===== config.mk =====
export PLATFORM = sky130hd
export DESIGN_NAME = brick_scheduler
export DESIGN_NICKNAME = d
export VERILOG_FILES = /design/src/rtl/brick_pkg.sv /design/src/rtl/drop_timer.sv /design/src/rtl/brick_scheduler.sv
export SDC_FILE = /design/constraint.sdc
export NUM_CORES = 1
export LEC_CHECK = 0
export ABC_AREA = 0
export CAP_MARGIN = 20
export CORE_MARGIN = 3
export CORE_UTILIZATION = 35
export CTS_BUF_LIST = sky130_fd_sc_hd__clkbuf_4
export DETAILED_ROUTE_END_ITERATION = 8
export DONT_BUFFER_PORTS = 1
export GPL_TIMING_DRIVEN = 0
export PLACE_DENSITY = 0.46
export SYNTH_ARGS = -nofsm -noshare
export SYNTH_HDL_FRONTEND = slang
export SYNTH_SLANG_ARGS = --single-unit

===== constraint.sdc =====
create_clock -name clk -period 7.72 [get_ports clk]
set_input_delay 1.544 -clock clk [delete_from_list [all_inputs] [get_ports clk]]
set_output_delay 1.544 -clock clk [all_outputs]
set_load 0.005 [all_outputs]

===== src/rtl/brick_pkg.sv =====
// Shared definitions for the falling-brick command scheduler: command codes,
// FSM state encoding, default gravity constants and the fixed-priority arbiter.
package brick_pkg;

  typedef enum logic [1:0] {
    CMD_DROP  = 2'd0,
    CMD_LEFT  = 2'd1,
    CMD_RIGHT = 2'd2,
    CMD_ROT   = 2'd3
  } cmd_e;

  typedef enum logic [1:0] {
    ST_IDLE  = 2'd0,
    ST_ISSUE = 2'd1,
    ST_WAIT  = 2'd2
  } state_e;

  localparam int DEF_CNT_W       = 8;
  localparam int DEF_LEVEL_W     = 4;
  localparam int DEF_BASE_PERIOD = 50;
  localparam int DEF_STEP        = 4;
  localparam int DEF_MIN_PERIOD  = 5;
  localparam int DEF_SOFT_PERIOD = 3;

  // Request/flag vectors are indexed by command code, so bit n belongs to code n.
  function automatic logic [3:0] arb_grant(input logic [3:0] req);
    logic [3:0] g;
    g = '0;
    if (req[CMD_DROP])       g[CMD_DROP]  = 1'b1;
    else if (req[CMD_ROT])   g[CMD_ROT]   = 1'b1;
    else if (req[CMD_LEFT])  g[CMD_LEFT]  = 1'b1;
    else if (req[CMD_RIGHT]) g[CMD_RIGHT] = 1'b1;
    return g;
  endfunction

  function automatic cmd_e grant_code(input logic [3:0] g);
    cmd_e c;
    c = CMD_DROP;
    if (g[CMD_ROT])        c = CMD_ROT;
    else if (g[CMD_LEFT])  c = CMD_LEFT;
    else if (g[CMD_RIGHT]) c = CMD_RIGHT;
    return c;
  endfunction

endpackage


===== src/rtl/drop_timer.sv =====
// Gravity timer: derives the level/soft-drop dependent period and counts ticks,
// emitting a one-cycle expire strobe in the cycle the period is reached.
module drop_timer
  import brick_pkg::*;
#(
  parameter int CNT_W       = DEF_CNT_W,
  parameter int LEVEL_W     = DEF_LEVEL_W,
  parameter int BASE_PERIOD = DEF_BASE_PERIOD,
  parameter int STEP        = DEF_STEP,
  parameter int MIN_PERIOD  = DEF_MIN_PERIOD,
  parameter int SOFT_PERIOD = DEF_SOFT_PERIOD
) (
  input  logic               clk,
  input  logic               reset,
  input  logic               tick,
  input  logic               clear,
  input  logic               pause,
  input  logic [LEVEL_W-1:0] level,
  input  logic               soft_drop,
  output logic               expire
);

  localparam int PROD_W = LEVEL_W + CNT_W;

  logic [PROD_W-1:0] prod;
  logic [CNT_W-1:0]  period;
  logic [CNT_W-1:0]  cnt;
  logic [CNT_W:0]    cnt_inc;
  logic              hit;
  logic              advance;

  assign prod = PROD_W'(level) * PROD_W'(STEP);

  // Saturate before subtracting so the period never goes through a negative value.
  always_comb begin
    period = CNT_W'(SOFT_PERIOD);
    if (!soft_drop) begin
      if (prod >= PROD_W'(BASE_PERIOD - MIN_PERIOD))
        period = CNT_W'(MIN_PERIOD);
      else
        period = CNT_W'(PROD_W'(BASE_PERIOD) - prod);
    end
  end

  assign cnt_inc = {1'b0, cnt} + (CNT_W+1)'(1);
  assign hit     = cnt_inc >= {1'b0, period};
  assign advance = tick && !pause && !clear;
  assign expire  = advance && hit;

  // Greater-or-equal lets a shortened period expire on the next tick instead of wrapping.
  always_ff @(posedge clk or posedge reset) begin
    if (reset)
      cnt <= '0;
    else if (clear)
      cnt <= '0;
    else if (advance)
      cnt <= hit ? '0 : cnt_inc[CNT_W-1:0];
  end

endmodule


===== src/rtl/brick_scheduler.sv =====
// Command scheduler top: pending flags, fixed-priority arbiter and the
// IDLE/ISSUE/WAIT handshake FSM that offers one command at a time.
module brick_scheduler
  import brick_pkg::*;
#(
  parameter int CNT_W       = DEF_CNT_W,
  parameter int LEVEL_W     = DEF_LEVEL_W,
  parameter int BASE_PERIOD = DEF_BASE_PERIOD,
  parameter int STEP        = DEF_STEP,
  parameter int MIN_PERIOD  = DEF_MIN_PERIOD,
  parameter int SOFT_PERIOD = DEF_SOFT_PERIOD
) (
  input  logic               clk,
  input  logic               reset,
  input  logic               tick,
  input  logic               clear,
  input  logic               pause,
  input  logic [LEVEL_W-1:0] level,
  input  logic               soft_drop,
  input  logic               mv_left,
  input  logic               mv_right,
  input  logic               mv_rot,
  output logic               cmd_valid,
  output logic [1:0]         cmd,
  input  logic               cmd_ready,
  output logic               overrun
);

  state_e     state, state_nxt;
  cmd_e       cmd_q;
  logic       expire;
  logic [3:0] flags, flags_nxt;
  logic [3:0] sets;
  logic [3:0] req;
  logic [3:0] grant;

  drop_timer #(
    .CNT_W       (CNT_W),
    .LEVEL_W     (LEVEL_W),
    .BASE_PERIOD (BASE_PERIOD),
    .STEP        (STEP),
    .MIN_PERIOD  (MIN_PERIOD),
    .SOFT_PERIOD (SOFT_PERIOD)
  ) u_timer (
    .clk       (clk),
    .reset     (reset),
    .tick      (tick),
    .clear     (clear),
    .pause     (pause),
    .level     (level),
    .soft_drop (soft_drop),
    .expire    (expire)
  );

  assign sets = {mv_rot && !pause, mv_right && !pause, mv_left && !pause, expire};

  // Incoming events are arbitrated alongside stored flags so IDLE can issue without a wait cycle.
  always_comb begin
    req = '0;
    if (state == ST_IDLE && !pause && !clear)
      req = flags | sets;
  end

  assign grant = arb_grant(req);

  // An event granted straight from its pulse is consumed; one landing on a granted stored flag re-arms it.
  always_comb begin
    flags_nxt = (flags & ~grant) | (sets & (~grant | flags));
    if (pause)
      flags_nxt[3:1] = '0;
    if (clear)
      flags_nxt = '0;
  end

  always_ff @(posedge clk or posedge reset) begin
    if (reset)
      flags <= '0;
    else
      flags <= flags_nxt;
  end

  always_ff @(posedge clk or posedge reset) begin
    if (reset)
      overrun <= 1'b0;
    else if (clear)
      overrun <= 1'b0;
    else if (expire && flags[CMD_DROP] && !grant[CMD_DROP])
      overrun <= 1'b1;
  end

  always_ff @(posedge clk or posedge reset) begin
    if (reset)
      cmd_q <= CMD_DROP;
    else if (|grant)
      cmd_q <= grant_code(grant);
  end

  always_ff @(posedge clk or posedge reset) begin
    if (reset)
      state <= ST_IDLE;
    else
      state <= state_nxt;
  end

  always_comb begin
    state_nxt = state;
    unique case (state)
      ST_IDLE:  if (|grant) state_nxt = ST_ISSUE;
      ST_ISSUE: if (cmd_ready || clear) state_nxt = ST_WAIT;
      ST_WAIT:  state_nxt = ST_IDLE;
      default:  state_nxt = ST_IDLE;
    endcase
  end

  always_comb begin
    cmd_valid = (state == ST_ISSUE);
    cmd       = cmd_q;
  end

endmodule


; ---- Word-level counts from Yosys, hierarchy flattened
; Cells that the tools add are included.
[classes]
addsub = 2
mul = 0
n_div = 0
order_cmp = 2
n_eq_ne = 3
shifts = 0
muxes = 23
n_bitwise = 6
reduce_logical = 19
[ops]
columns = op, count
row1 = 8-bit two-way mux, 5
row2 = 2-bit two-way mux, 6
row3 = 4-bit bitwise OR, 3
row4 = 1-bit logical AND, 10
row5 = "8-bit by 1-bit adder with 9-bit output, second input constant", 1
row6 = 9-bit by 8-bit >= comparator with 1-bit output, 1
row7 = 4-bit bitwise AND, 2
row8 = 4-bit two-way mux, 2
row9 = 1-bit two-way mux, 7
row10 = "6-bit by 6-bit subtractor with 7-bit output, first input constant", 1
row11 = "6-bit >= comparator, second input constant", 1
row12 = 3-bit two-way mux, 2
row13 = "2-bit by 1-bit inequality test with 1-bit output, second input constant", 2
row14 = 4-bit inverter, 1
row15 = 2-bit one-hot mux with 2 select lines, 1
row16 = 2-bit nonzero test, 2
row17 = 4-bit OR reduction, 1
row18 = 1-bit logical NOT, 3
row19 = "2-bit by 1-bit equality test with 1-bit output, second input constant", 1
row20 = 2-bit logical NOT, 1
row21 = 2-bit AND reduction, 1
row22 = 1-bit logical OR, 1
[word_totals]
register_bits = 17
latchBits = 0
mem_bits_rw = 0
rom_bits = 0
input_bits = 14
elab_cells = 60
mem_count = 0

; ---- Logic depth before layout (Yosys ltp)
; Gate-level depths: netlist (run 1).
[depth]
depth_word = 17
depth_mapped = 12

; ---- Hierarchy
; Synthesis (run 1) repeated with hierarchy kept, for this count alone.
[hier_totals]
cells_unflattened = 135
hier_area_um2 = 1193.6
[by_module_without_submodules]
columns = mod, instances, cells_each, area_per_inst_um2, seq_area_each_um2
row1 = drop_timer, 1, 84, 716.9, 200.2
row2 = brick_scheduler, 1, 51, 476.7, 225.2

; ---- Worst setup path after synthesis (run 1)
; No wires, ideal clock.
[synth_path]
path_type = in2reg
start = input port level[0]
end = register flags[1]
setup_time_ns = 0.129
arrival_time_ns = 3.411
required_ns = 7.591
slack_ns = 4.180
cell_stages = 11
n_path_buf = 0
cell_sequence = inv_1 -> ha_1 -> xor2_1 -> nand2_1 -> ha_1 -> and4_4 -> a21o_1 -> a311oi_4 -> a21oi_4 -> a2111oi_2 -> nor2_1
[synth_via]
elab_chain_cells = 14
[synth_rtl]
columns = element, line_no
row1 = "start, declared", brick_scheduler.sv:18  ; input logic [LEVEL_W-1:0] level,
row2 = 6-bit by 6-bit subtractor with 7-bit output or 6-bit >= comparator (tied branches), "drop_timer.sv:41, drop_timer.sv:38"
row3 = 8-bit two-way mux *, drop_timer.sv:38  ; if (prod >= PROD_W'(BASE_PERIOD - MIN_PERIOD))
row4 = 8-bit two-way mux *, drop_timer.sv:37  ; if (!soft_drop) begin
row5 = 9-bit by 8-bit >= comparator with 1-bit output *, drop_timer.sv:46  ; assign hit = cnt_inc >= {1'b0, period};
row6 = 1-bit logical AND *, drop_timer.sv:48  ; assign expire = advance && hit;
row7 = 4-bit bitwise OR *, brick_scheduler.sv:61  ; req = flags | sets;
row8 = 4-bit two-way mux *, brick_scheduler.sv:60  ; if (state == ST_IDLE && !pause && !clear)
row9 = 3-bit two-way mux *, brick_pkg.sv:29  ; if (req[CMD_DROP]) g[CMD_DROP] = 1'b1;
row10 = 4-bit inverter *, brick_scheduler.sv:68  ; flags_nxt = (flags & ~grant) | (sets & (~grant | flags));
row11 = 4-bit bitwise OR, brick_scheduler.sv:68
row12 = 4-bit bitwise AND, brick_scheduler.sv:68
row13 = 4-bit bitwise OR *, brick_scheduler.sv:68
row14 = 3-bit two-way mux *, brick_scheduler.sv:69  ; if (pause)
row15 = 4-bit two-way mux *, brick_scheduler.sv:71  ; if (clear)
row16 = via flags_nxt[1], brick_scheduler.sv:32  ; logic [3:0] flags, flags_nxt;
row17 = "end signal, assigned", brick_scheduler.sv:79  ; flags <= flags_nxt;
row18 = "end, declared", brick_scheduler.sv:32
; The timed path passes the listed nets; every way through them passes the cells marked *.
; A chain may end at the register's enable or synchronous reset.

; ---- Worst setup path in the final report (run 1)
; Ends and elaborated chain as after synthesis.

==> run metrics, run 1 <==
Syn Area/Cell=between 9 and 10 um2; post-DR vias/cell=5.134; largest family of logic cells by synthesized area=simple AND/OR/NAND/NOR gates; Final Cycle Share=0.4442; area of the multi-input gates=719.4 um2; Post-Syn Instances=130; CTS Hold Buffers Added=0; clk_skew=0.004910 ns; DRC Markers=0; initial antenna violation count=0; P_sw=48.08 uW; Die ar.=4076 um2; post-synthesis sequential area ratio=0.3632; setup tns final=0 ns; run status=finished clean; placed cells=175; Compound-Gate Fraction of Synth Area=0.2137; WL/cell=roughly 13 um; synthesized flop and latch total=17; Post-CTS Setup Bufs=0; PortBufs=0; GPL Wtd Cong=0.6868; WL final=2.364 mm; CTS Buf Count=3; Synth top area share=0.3632; Root Buffer=clkbuf_4; Hold Path Class=flip-flop to flip-flop; Comb pwr share=0.149; clock power share=0.277; worst-path fanout max=10; simple-gate share of the synthesized area=0.2350; post-layout minimum cycle time=3.429 ns; pwr/cell area=approximately 140 nW/um2; antenna viol nets, final=0; Final setup viols=0; vias in the first global route=952; largest cells by area after synthesis=dfrtp_1, ha_1, nand2_1, nor2_1, xor2_1; Fill cells=347; core area=3128 um2; Longest Clk Path Bufs=2; post-cts resize count=0; Initial Util=0.3744; CP arrival=between 3 and 4 ns; number of distinct library cells after synthesis=34; Setup WS post-layout=4.291 ns; Final Hold Viols=0; # diodes=0; H-tree Lvls=1; register share of total power=0.574; Peak VDD IR=about 0.09 mV; total global routing track utilization=0.1287; Final #Nets=160; FF/Latch Area=425.4 um2; Slew @ Worst Pin=0.6851 ns; R2R depth=12; Max Cap Violations=0; largest net degree at the start of global routing=18; global route overflow=0; die width=63.85 um; Setup WS pre-CTS=3.967 ns; Die Ht=63.85 um; # rows=20; Post-DP HPWL=1.933 mm; xor and xnor fraction of the mapped netlist area=0.05235; Adder-Cell Fraction of Synth Area=0.1068; final slew viol count=0; first-pass GRT wire length=4.257 mm; Pint=124.6 uW; Area Growth Syn to Fin=7.372%; Synth area leader=dfrtp_1; clk_lat worst skew=roughly 0.29 ns; Post-Layout Cell Count=179; drt first pass iters=4; Critical Path Source Type=primary input; post-layout util=0.4020; mux cell area share after synthesis=0; share of cells above drive strength 1=0.08148; sw frac=0.2784; initial drt markers=15; CTS tree=yes; Data required, critical path=7.89 ns; Max transition margin=0.5391; Clock Pin Slew Worst Setup and Hold Paths=0.10 ns; mapped cell area=1171 um2; IO Count=18; Power Total=between 150 and 200 uW; WS Path Type=primary input to flip-flop; RSZ-0062 raised after global routing=no; critical path endpoint category=flip-flop; Peak Freq=~290 MHz; total number of vias=919; clock sinks=17; Min-Delay Path Depth=2; Static Leak=0.6375 nW; Ys Warns=0
-- cells by family (layout without fill, tap and decap cells) --
kind of cell	Yosys count	in the layout
XOR/XNOR	7	7
AO/OA/AOI/OAI	31	31
AND/OR/NAND/NOR	56	56
flip-flops	17	17
adder cells (fa/ha/maj)	10	10
buffers and inverters	8	12
other	1	2
-- worst paths after layout --
kind                                startpoint  slack (ns)              to
min in group asynchronous                reset        1.22        state[1]
max in group asynchronous                reset        6.07        flags[1]
worst min register to register  u_timer.cnt[1]        0.53  u_timer.cnt[1]
worst max-delay path                  level[0]        4.29        flags[1]
worst min-delay path            u_timer.cnt[1]        0.53  u_timer.cnt[1]
worst max register to register  u_timer.cnt[0]        4.65        flags[1]
-- area by class of cell --
type | instances | share of cell area
clock buffers | 3 | 0.01791
clock inverters | 1 | 0.003980
inverters | 8 | 0.02388
multi-input cells | 106 | 0.5721
flip-flops and latches | 17 | 0.3383
well taps | 44 | 0.04378
-- registers in the layout, summed over array words and instances (netlist names) --
| signal | flops |
|---|---|
| u_timer.cnt | 8 |
| flags | 4 |
| cmd | 2 |
| state | 2 |
| overrun | 1 |
-- layout by cell type (no fill, tap or decap) --
| cell | netlist | final |
|---|---|---|
| a31oi_1 | 1 | 1 |
| o31ai_1 | 2 | 2 |
| o311ai_1 | 1 | 1 |
| o211ai_1 | 1 | 1 |
| a21oi_1 | 4 | 4 |
| o21bai_1 | 1 | 1 |
| o21ai_1 | 2 | 2 |
| o22a_1 | 1 | 1 |
| a211oi_1 | 1 | 1 |
| o21ai_0 | 6 | 6 |
| nand3_1 | 2 | 2 |
| nor2_1 | 14 | 14 |
| clkinv_1 | 1 | 1 |
| a21oi_4 | 1 | 1 |
| nor4_1 | 2 | 2 |
| xnor2_1 | 2 | 2 |
| and4_4 | 1 | 1 |
| a2111oi_2 | 2 | 2 |
| a311oi_4 | 1 | 1 |
| xor2_1 | 5 | 5 |
| dfrtp_1 | 17 | 17 |
| nand2_1 | 20 | 20 |
| a21o_1 | 5 | 5 |
| conb_1 | 1 | 2 |
| o2bb2ai_1 | 1 | 1 |
| nand3_2 | 1 | 1 |
| inv_1 | 7 | 7 |
| nand2b_1 | 6 | 6 |
| nor2b_1 | 3 | 3 |
| clkinv_2 | 0 | 1 |
| ha_1 | 10 | 10 |
| a32o_1 | 1 | 1 |
| and3_1 | 4 | 4 |
| nand4_2 | 1 | 1 |
| nor3_1 | 2 | 2 |
| clkbuf_4 | 0 | 3 |
-- per-layer routing --
layer | vias to the layer above | part of all wire | track usage
met5 | - | 0 | 0
met4 | 0 | 0.0085 | 0.04852
li1 | 467 | - | -
met1 | 431 | 0.44 | 0.1494
met2 | 19 | 0.50 | 0.2297
met3 | 2 | 0.051 | 0.02636
-- synthesized netlist by cell type --
cell type,count
ha_1,10
a21o_1,5
o311ai_1,1
nor3_1,2
xnor2_1,2
a211oi_1,1
dfrtp_1,17
nand3_2,1
nand2b_1,6
a21oi_4,1
a32o_1,1
o21ai_1,2
nand3_1,2
o211ai_1,1
nor2_1,14
a311oi_4,1
o22a_1,1
clkinv_1,1
nor4_1,2
and4_4,1
nand2_1,20
and3_1,4
xor2_1,5
a31oi_1,1
nand4_2,1
o21ai_0,6
inv_1,7
o2bb2ai_1,1
conb_1,1
o31ai_1,2
o21bai_1,1
nor2b_1,3
a2111oi_2,2
a21oi_1,4
-- critical path, stage by stage --
cell	delay [ns]
inv_1	0.03
ha_1	0.20
xor2_1	0.16
nand2_1	0.07
ha_1	0.28
and4_4	0.18
a21o_1	0.19
a311oi_4	0.30
a21oi_4	0.16
a2111oi_2	0.39
nor2_1	0.08
-- per-stage QoR --
stage / area, um2 / hold slack, ns
after floorplan: 1175 / 0.4732
after global placement: 1230 / 0.4970
after detailed placement: 1230 / 0.5059
after CTS: 1257 / 0.5300
after global routing: 1257 / 0.5627
final: 1257 / 0.5294
-- power groups by stage --
stage | Sequential [mW] | Combinational (mW) | Clock, mW
after global placement | 0.101 | 0.0260 | 0
after global routing | 0.0997 | 0.0307 | 0.0555
after floorplan | 0.0997 | 0.0214 | 0
final | 0.0991 | 0.0257 | 0.0479
after CTS | 0.0991 | 0.0264 | 0.0516
after detailed placement | 0.101 | 0.0262 | 0
Note: power is estimated with default switching activity, not from simulation.
==> inputs of run 2 (changes only) <==
--- a/config.mk
+++ b/config.mk
@@ -13,7 +13,7 @@
 export DETAILED_ROUTE_END_ITERATION = 8
 export DONT_BUFFER_PORTS = 1
 export GPL_TIMING_DRIVEN = 0
-export PLACE_DENSITY = 0.46
+export PLACE_DENSITY = 0.48
 export SYNTH_ARGS = -nofsm -noshare
 export SYNTH_HDL_FRONTEND = slang
 export SYNTH_SLANG_ARGS = --single-unit
==> constraint.sdc (replaced) <==
create_clock -name clk -period 3 [get_ports clk]
set_input_delay 0.6 -clock clk [delete_from_list [all_inputs] [get_ports clk]]
set_output_delay 0.6 -clock clk [all_outputs]
set_load 0.005 [all_outputs]
==> run metrics, run 2 (synthesis results as in run 1) <==
run status=finished clean; vias in the first global route=871 (-8.5%); WS Path Type=flip-flop to flip-flop; commonest cells after routing, fill and taps aside=nand2_1, dfrtp_1, nor2_1; CTS tree=yes; max FFs per register=8 (unchanged); Longest Clk Path Bufs=2 (unchanged); top flop regs=u_timer.cnt x8, flags x4; placed instance area=1230 um2 (unchanged); Slew @ Worst Pin=0.7856 ns (+0.1005 ns); CP arrival=3.03 ns (-0.57 ns); most common cell after layout, fill and taps aside=nand2_1; CTS Buf Count=3 (unchanged); H-tree Lvls=1 (unchanged); setup tns final=0 ns (unchanged); Area Growth Syn to Fin=13.35%; Final #Nets=163 (+1.9%); clock sinks=17 (unchanged); WL/cell=13.23 um (+0.18%); post-layout minimum cycle time=2.837 ns; hold slack=0.2600 ns (-0.2694 ns); placed cells=175 (unchanged); crit path from=u_timer.cnt[0]; WL final=2.408 mm (+1.9%); PortBufs=0 (unchanged); Die Ht=63.85 um (unchanged); Max transition margin=0.4715 (-0.06761); drt first pass iters=5 (+1); post-DR vias/cell=5.137 (about the same); critical path endpoint category=flip-flop; antenna viol nets, final=0 (unchanged); share of cells above drive strength 1=0.1377 (+0.05620); Max Cap Violations=0 (unchanged); Initial Util=0.3744 (unchanged); Peak VDD IR=0.2840 mV (+220%); Root Buffer=clkbuf_4; sw frac=0.2919 (+0.01343); Post-DP HPWL=1.857 mm (-3.9%); DRC Markers=0 (unchanged); first-pass GRT wire length=3.981 mm (-6.5%); clock power share=0.283 (+0.006); total global routing track utilization=0.1222 (-0.006476); most flop-heavy register=u_timer.cnt; clk_skew=0.01382 ns (+0.008906 ns); die width=63.85 um (unchanged); Static Leak=0.6554 nW (+2.8%); # diodes=0 (unchanged); IO Count=18 (unchanged); initial antenna violation count=0 (unchanged); Die ar.=4076 um2 (unchanged); CTS Hold Buffers Added=0 (unchanged); Post-Layout Cell Count=182 (+1.7%); Critical Path Source Type=flip-flop; P_sw=134.1 uW (+180%); Data required, critical path=3.19 ns (-4.70 ns); Reg2Reg Launch Point=u_timer.cnt[0]; GPL Wtd Cong=0.7542 (+9.8%); Final Hold Viols=0 (unchanged); final slew viol count=0 (unchanged); Comb pwr share=0.162 (+0.013); pwr/cell area=346.1 nW/um2 (+150%); total number of vias=935 (+1.7%); # rows=20 (unchanged); Clock Pin Slew Worst Setup and Hold Paths=0.12 ns (+0.02 ns); core area=3128 um2 (unchanged); largest net degree at the start of global routing=18 (unchanged); Hold Path Class=primary input to async pin; worst-path fanout max=8 (-2); Final setup viols=0 (unchanged); global route overflow=0 (unchanged); register share of total power=0.555 (-0.019); RSZ-0062 raised after global routing=yes; Peak Freq=352.5 MHz; clk_lat worst skew=0.30 ns (about the same); Pint=325.4 uW (+160%); Final Cycle Share=0.9456; final instance area=1328 um2 (+5.6%); initial drt markers=40 (+25); Fill cells=315 (-9.2%)
[run 2: metal layers]
metal	part of all wire	up-vias	global-route usage
met5	0	-	0
met4	0.0066	0	0.01617
met3	0.043	4	0.03866
met2	0.45	24	0.1923
met1	0.50	434	0.1676
li1	-	473	-
[run 2: per-stage QoR]
stage	total power, mW	utilization	setup slack, ns
after detailed placement	0.3274	0.3932	-0.1151
final	0.4595	0.4244	0.1633
after global placement	0.3257	0.3932	-0.02494
after global routing	0.4909	0.4244	-0.01086
after floorplan	0.3115	-	0.2325
after CTS	0.4618	0.4148	0.03700
[run 2: final timing paths]
| check | slack [ns] | endpoint | cells after the start |
|---|---|---|---|
| setup / recovery | 0.16 | state[0] | 12 |
| hold / removal | 0.26 | u_timer.cnt[0] | 1 |
| setup reg to reg | 0.16 | state[0] | 12 |
| hold reg to reg | 0.54 | cmd[1] | 1 |
| max in group asynchronous | 2.30 | flags[1] | 1 |
| min in group clk | 0.35 | overrun | 1 |
[run 2: final cells by class]
class | instances | area, um2 | area share
well taps | 44 | 55.05 | 0.04147
repair buffers | 3 | 22.52 | 0.01697
clock buffers | 3 | 22.52 | 0.01697
clock inverters | 1 | 7.507 | 0.005655
multi-input cells | 106 | 763.2 | 0.5749
flip-flops and latches | 17 | 425.4 | 0.3205
inverters | 8 | 31.28 | 0.02356
[run 2: repair_timing]
item                                    in CTS  in global routing
pin swaps                                    2                  3
buffers inserted                             3                  0
gates cloned                                 0                  0
gates resized for setup                      3                  4
endpoints found under the setup margin       4                 14
[run 2: power by group through the flow]
stage / logic (mW) / registers (mW) / clock network (mW)
2_1_floorplan: 0.0550 / 0.256 / 0
3_3_place_gp: 0.0666 / 0.259 / 0
3_5_place_dp: 0.0680 / 0.259 / 0
4_1_cts: 0.0713 / 0.254 / 0.136
5_1_grt: 0.0856 / 0.256 / 0.149
6_report: 0.0745 / 0.255 / 0.130
[run 2: critical path, stage by stage, from the launching register on]
cell       delay (ns)
dfrtp_1          0.41
ha_2             0.21
nand3_2          0.11
clkinv_2         0.09
and3_1           0.21
xor2_2           0.15
ha_1             0.26
and4_4           0.18
a21o_1           0.20
a311oi_4         0.29
a21oi_4          0.17
nor4_2           0.34
o2bb2ai_1        0.11
==> inputs of run 3 (changes only) <==
--- a/config.mk
+++ b/config.mk
@@ -6,14 +6,15 @@
 export NUM_CORES = 1
 export LEC_CHECK = 0
 export ABC_AREA = 0
+export ABC_CLOCK_PERIOD_IN_PS = 3000
 export CAP_MARGIN = 20
-export CORE_MARGIN = 3
-export CORE_UTILIZATION = 35
+export CORE_MARGIN = 10
+export CORE_UTILIZATION = 50
 export CTS_BUF_LIST = sky130_fd_sc_hd__clkbuf_4
 export DETAILED_ROUTE_END_ITERATION = 8
 export DONT_BUFFER_PORTS = 1
 export GPL_TIMING_DRIVEN = 0
-export PLACE_DENSITY = 0.48
+export PLACE_DENSITY = 0.65
 export SYNTH_ARGS = -nofsm -noshare
 export SYNTH_HDL_FRONTEND = slang
 export SYNTH_SLANG_ARGS = --single-unit
==> run metrics, run 3 (synthesis results as in run 1) <==
Slew @ Worst Pin=0.6935 ns (-0.09208 ns); gr busiest metal=met2; Initial Util=0.5294 (+0.1550); WS Path Type=flip-flop to flip-flop; critical path cell sequence=ha_2 > nand3_2 > clkinv_2 > and3_1 > xor2_2 > ha_1 > and4_4 > a21o_1 > a311oi_4 > a21oi_4 > buf_4 > nor3_1 > o22a_1; Pint=323.2 uW (-0.65%); # diodes=0 (unchanged); Final Hold Viols=0 (unchanged); GR Layer Usage met1=0.1018 (-0.06579); placed cells=159 (-9.1%); drt first pass iters=4 (-1); Final #Nets=164 (+0.61%); sw frac=0.2823 (-0.009548); critical path endpoint category=flip-flop; total global routing track utilization=0.1037 (-0.01852); clock power share=0.273 (-0.010); Die ar.=4678 um2 (+15%); most common cell after layout, fill and taps aside=nand2_1; Final Cycle Share=0.9438 (-0.001732); Root Buffer=clkbuf_4; most flop-heavy register=u_timer.cnt; final slew viol count=0 (unchanged); post-layout minimum cycle time=2.832 ns (-0.005196 ns); global route overflow=0 (unchanged); R2R depth=13 (+1); Peak VDD IR=0.2594 mV (-8.6%); first-pass GRT wire length=3.788 mm (-4.8%); core area=2212 um2 (-29%); commonest cells after routing, fill and taps aside=nand2_1, dfrtp_1, nor2_1; Static Leak=0.6636 nW (+1.3%); Max transition margin=0.5328 (+0.06133); Fill cells=204 (-35%); PortBufs=0 (unchanged); Critical Path Max Stage Delay=0.38 ns (-0.03 ns); Post-DP HPWL=1.910 mm (+2.8%); CTS tree=yes; GPL Wtd Cong=0.7889 (+4.6%); Post-Layout Cell Count=167 (-8.2%); Comb pwr share=0.161 (about the same); worst-path fanout max=6 (-2); Final setup viols=0 (unchanged); Peak Freq=353.2 MHz (+0.18%); Critical Path Source Type=flip-flop; clk_lat worst skew=0.29 ns (about the same); Clock Pin Slew Worst Setup and Hold Paths=0.11 ns (about the same); GR Layer Usage met3=0.03589 (-0.002775); clk_skew=0.009833 ns (-0.003982 ns); Die Ht=68.40 um (+7.1%); initial drt markers=39 (-2.5%); vias in the first global route=909 (+4.4%); WL final=2.441 mm (+1.4%); # rows=17 (-15%); post-DR vias/cell=5.719 (+11%); pwr/cell area=346.5 nW/um2 (about the same); max FFs per register=8 (unchanged); CP arrival=3.07 ns (+0.04 ns); setup tns final=0 ns (unchanged); P_sw=127.2 uW (-5.2%); largest net degree at the start of global routing=18 (unchanged); CTS Buf Count=3 (unchanged); Data required, critical path=3.24 ns (+0.05 ns); total number of vias=955 (+2.1%); Hold Path Class=primary input to async pin; DRC Markers=0 (unchanged); register share of total power=0.566 (+0.011); H-tree Lvls=1 (unchanged); top flop regs=u_timer.cnt x8, flags x4; Max Cap Violations=0 (unchanged); IO Count=18 (unchanged); share of cells above drive strength 1=0.1439 (+0.006204); slowest CP cell=dfrtp_1; Area Growth Syn to Fin=11.00%; initial antenna violation count=0 (unchanged); antenna viol nets, final=0 (unchanged); clock sinks=17 (unchanged); RSZ-0062 raised after global routing=no; met2 usage=0.1947 (+0.002442); Longest Clk Path Bufs=2 (unchanged); run status=finished clean; die width=68.40 um (+7.1%); WL/cell=14.62 um (+10%)
run 3: cell types whose count changed in the layout (fill, tap and decap cells not counted):
| cell | before | now |
|---|---|---|
| a2111oi_2 | 0 | 1 |
| a2111oi_4 | 2 | 1 |
| buf_4 | 3 | 4 |
| clkinv_2 | 1 | 2 |
| clkinvlp_4 | 1 | 0 |
run 3: metal layers:
| layer | vias to the layer above | wire length, um |
|---|---|---|
| li1 | 480 | - |
| met1 | 454 | 1027 |
| met2 | 19 | 1204 |
| met3 | 2 | 199 |
| met4 | 0 | 10 |
| met5 | - | 0 |
run 3: layout make-up:
class / instances / area (um2) / share of cell area
clock buffer: 3 / 22.52 / 0.01732
clock inverter: 1 / 5.005 / 0.003850
inverter: 8 / 31.28 / 0.02406
multi-input combinational: 106 / 750.7 / 0.5775
sequential: 17 / 425.4 / 0.3272
tap: 28 / 35.03 / 0.02695
timing repair buffer: 4 / 30.03 / 0.02310
run 3: worst max-delay path, delay by kind of cell (launching register included):
family	cells	cell delay, ns
AOI/OAI and AO/OA	4	0.80
xor gates and xnor gates	1	0.16
adders and majority gates	2	0.48
buffers and inverters	2	0.29
DFF	1	0.38
and+or+nand+nor	4	0.68
run 3: worst paths after layout:
path,start,end,slack (ns)
worst max-delay path,u_timer.cnt[1],cmd[1],0.17
worst min-delay path,reset,state[1],0.27
worst max register to register,u_timer.cnt[1],cmd[1],0.17
worst min register to register,u_timer.cnt[1],u_timer.cnt[1],0.54
max in group asynchronous,reset,u_timer.cnt[1],2.30
min in group clk,clear,overrun,0.36
run 3: per-stage QoR:
| step | setup slack, ns | instance area (um2) | hold slack [ns] | util | power, mW |
|---|---|---|---|---|---|
| 2_1_floorplan | 0.2325 | 1175 | 0.4732 | - | 0.3115 |
| 3_3_place_gp | -0.008577 | 1210 | 0.4949 | 0.5469 | 0.3248 |
| 3_5_place_dp | -0.03192 | 1210 | 0.5149 | 0.5469 | 0.3281 |
| 4_1_cts | 0.02084 | 1275 | 0.2910 | 0.5764 | 0.4540 |
| 5_1_grt | 0.009658 | 1300 | 0.3214 | 0.5877 | 0.4779 |
| 6_report | 0.1685 | 1300 | 0.2714 | 0.5877 | 0.4504 |
run 3: power by group through the flow:
stage	Sequential (mW)	Clock, mW	Combinational (mW)
2_1_floorplan	0.256	0	0.0550
3_3_place_gp	0.260	0	0.0652
3_5_place_dp	0.260	0	0.0678
4_1_cts	0.255	0.127	0.0716
5_1_grt	0.258	0.138	0.0826
6_report	0.255	0.123	0.0724
run 3: what timing repair did:
| action | in CTS | in global routing |
|---|---|---|
| setup endpoints to repair | 3 | 11 |
| pin swaps | 2 | 2 |
| hold buffers | 0 | 0 |
| resized for setup | 4 | 4 |
| setup buffers | 4 | 0 |
| gates cloned | 0 | 0 |
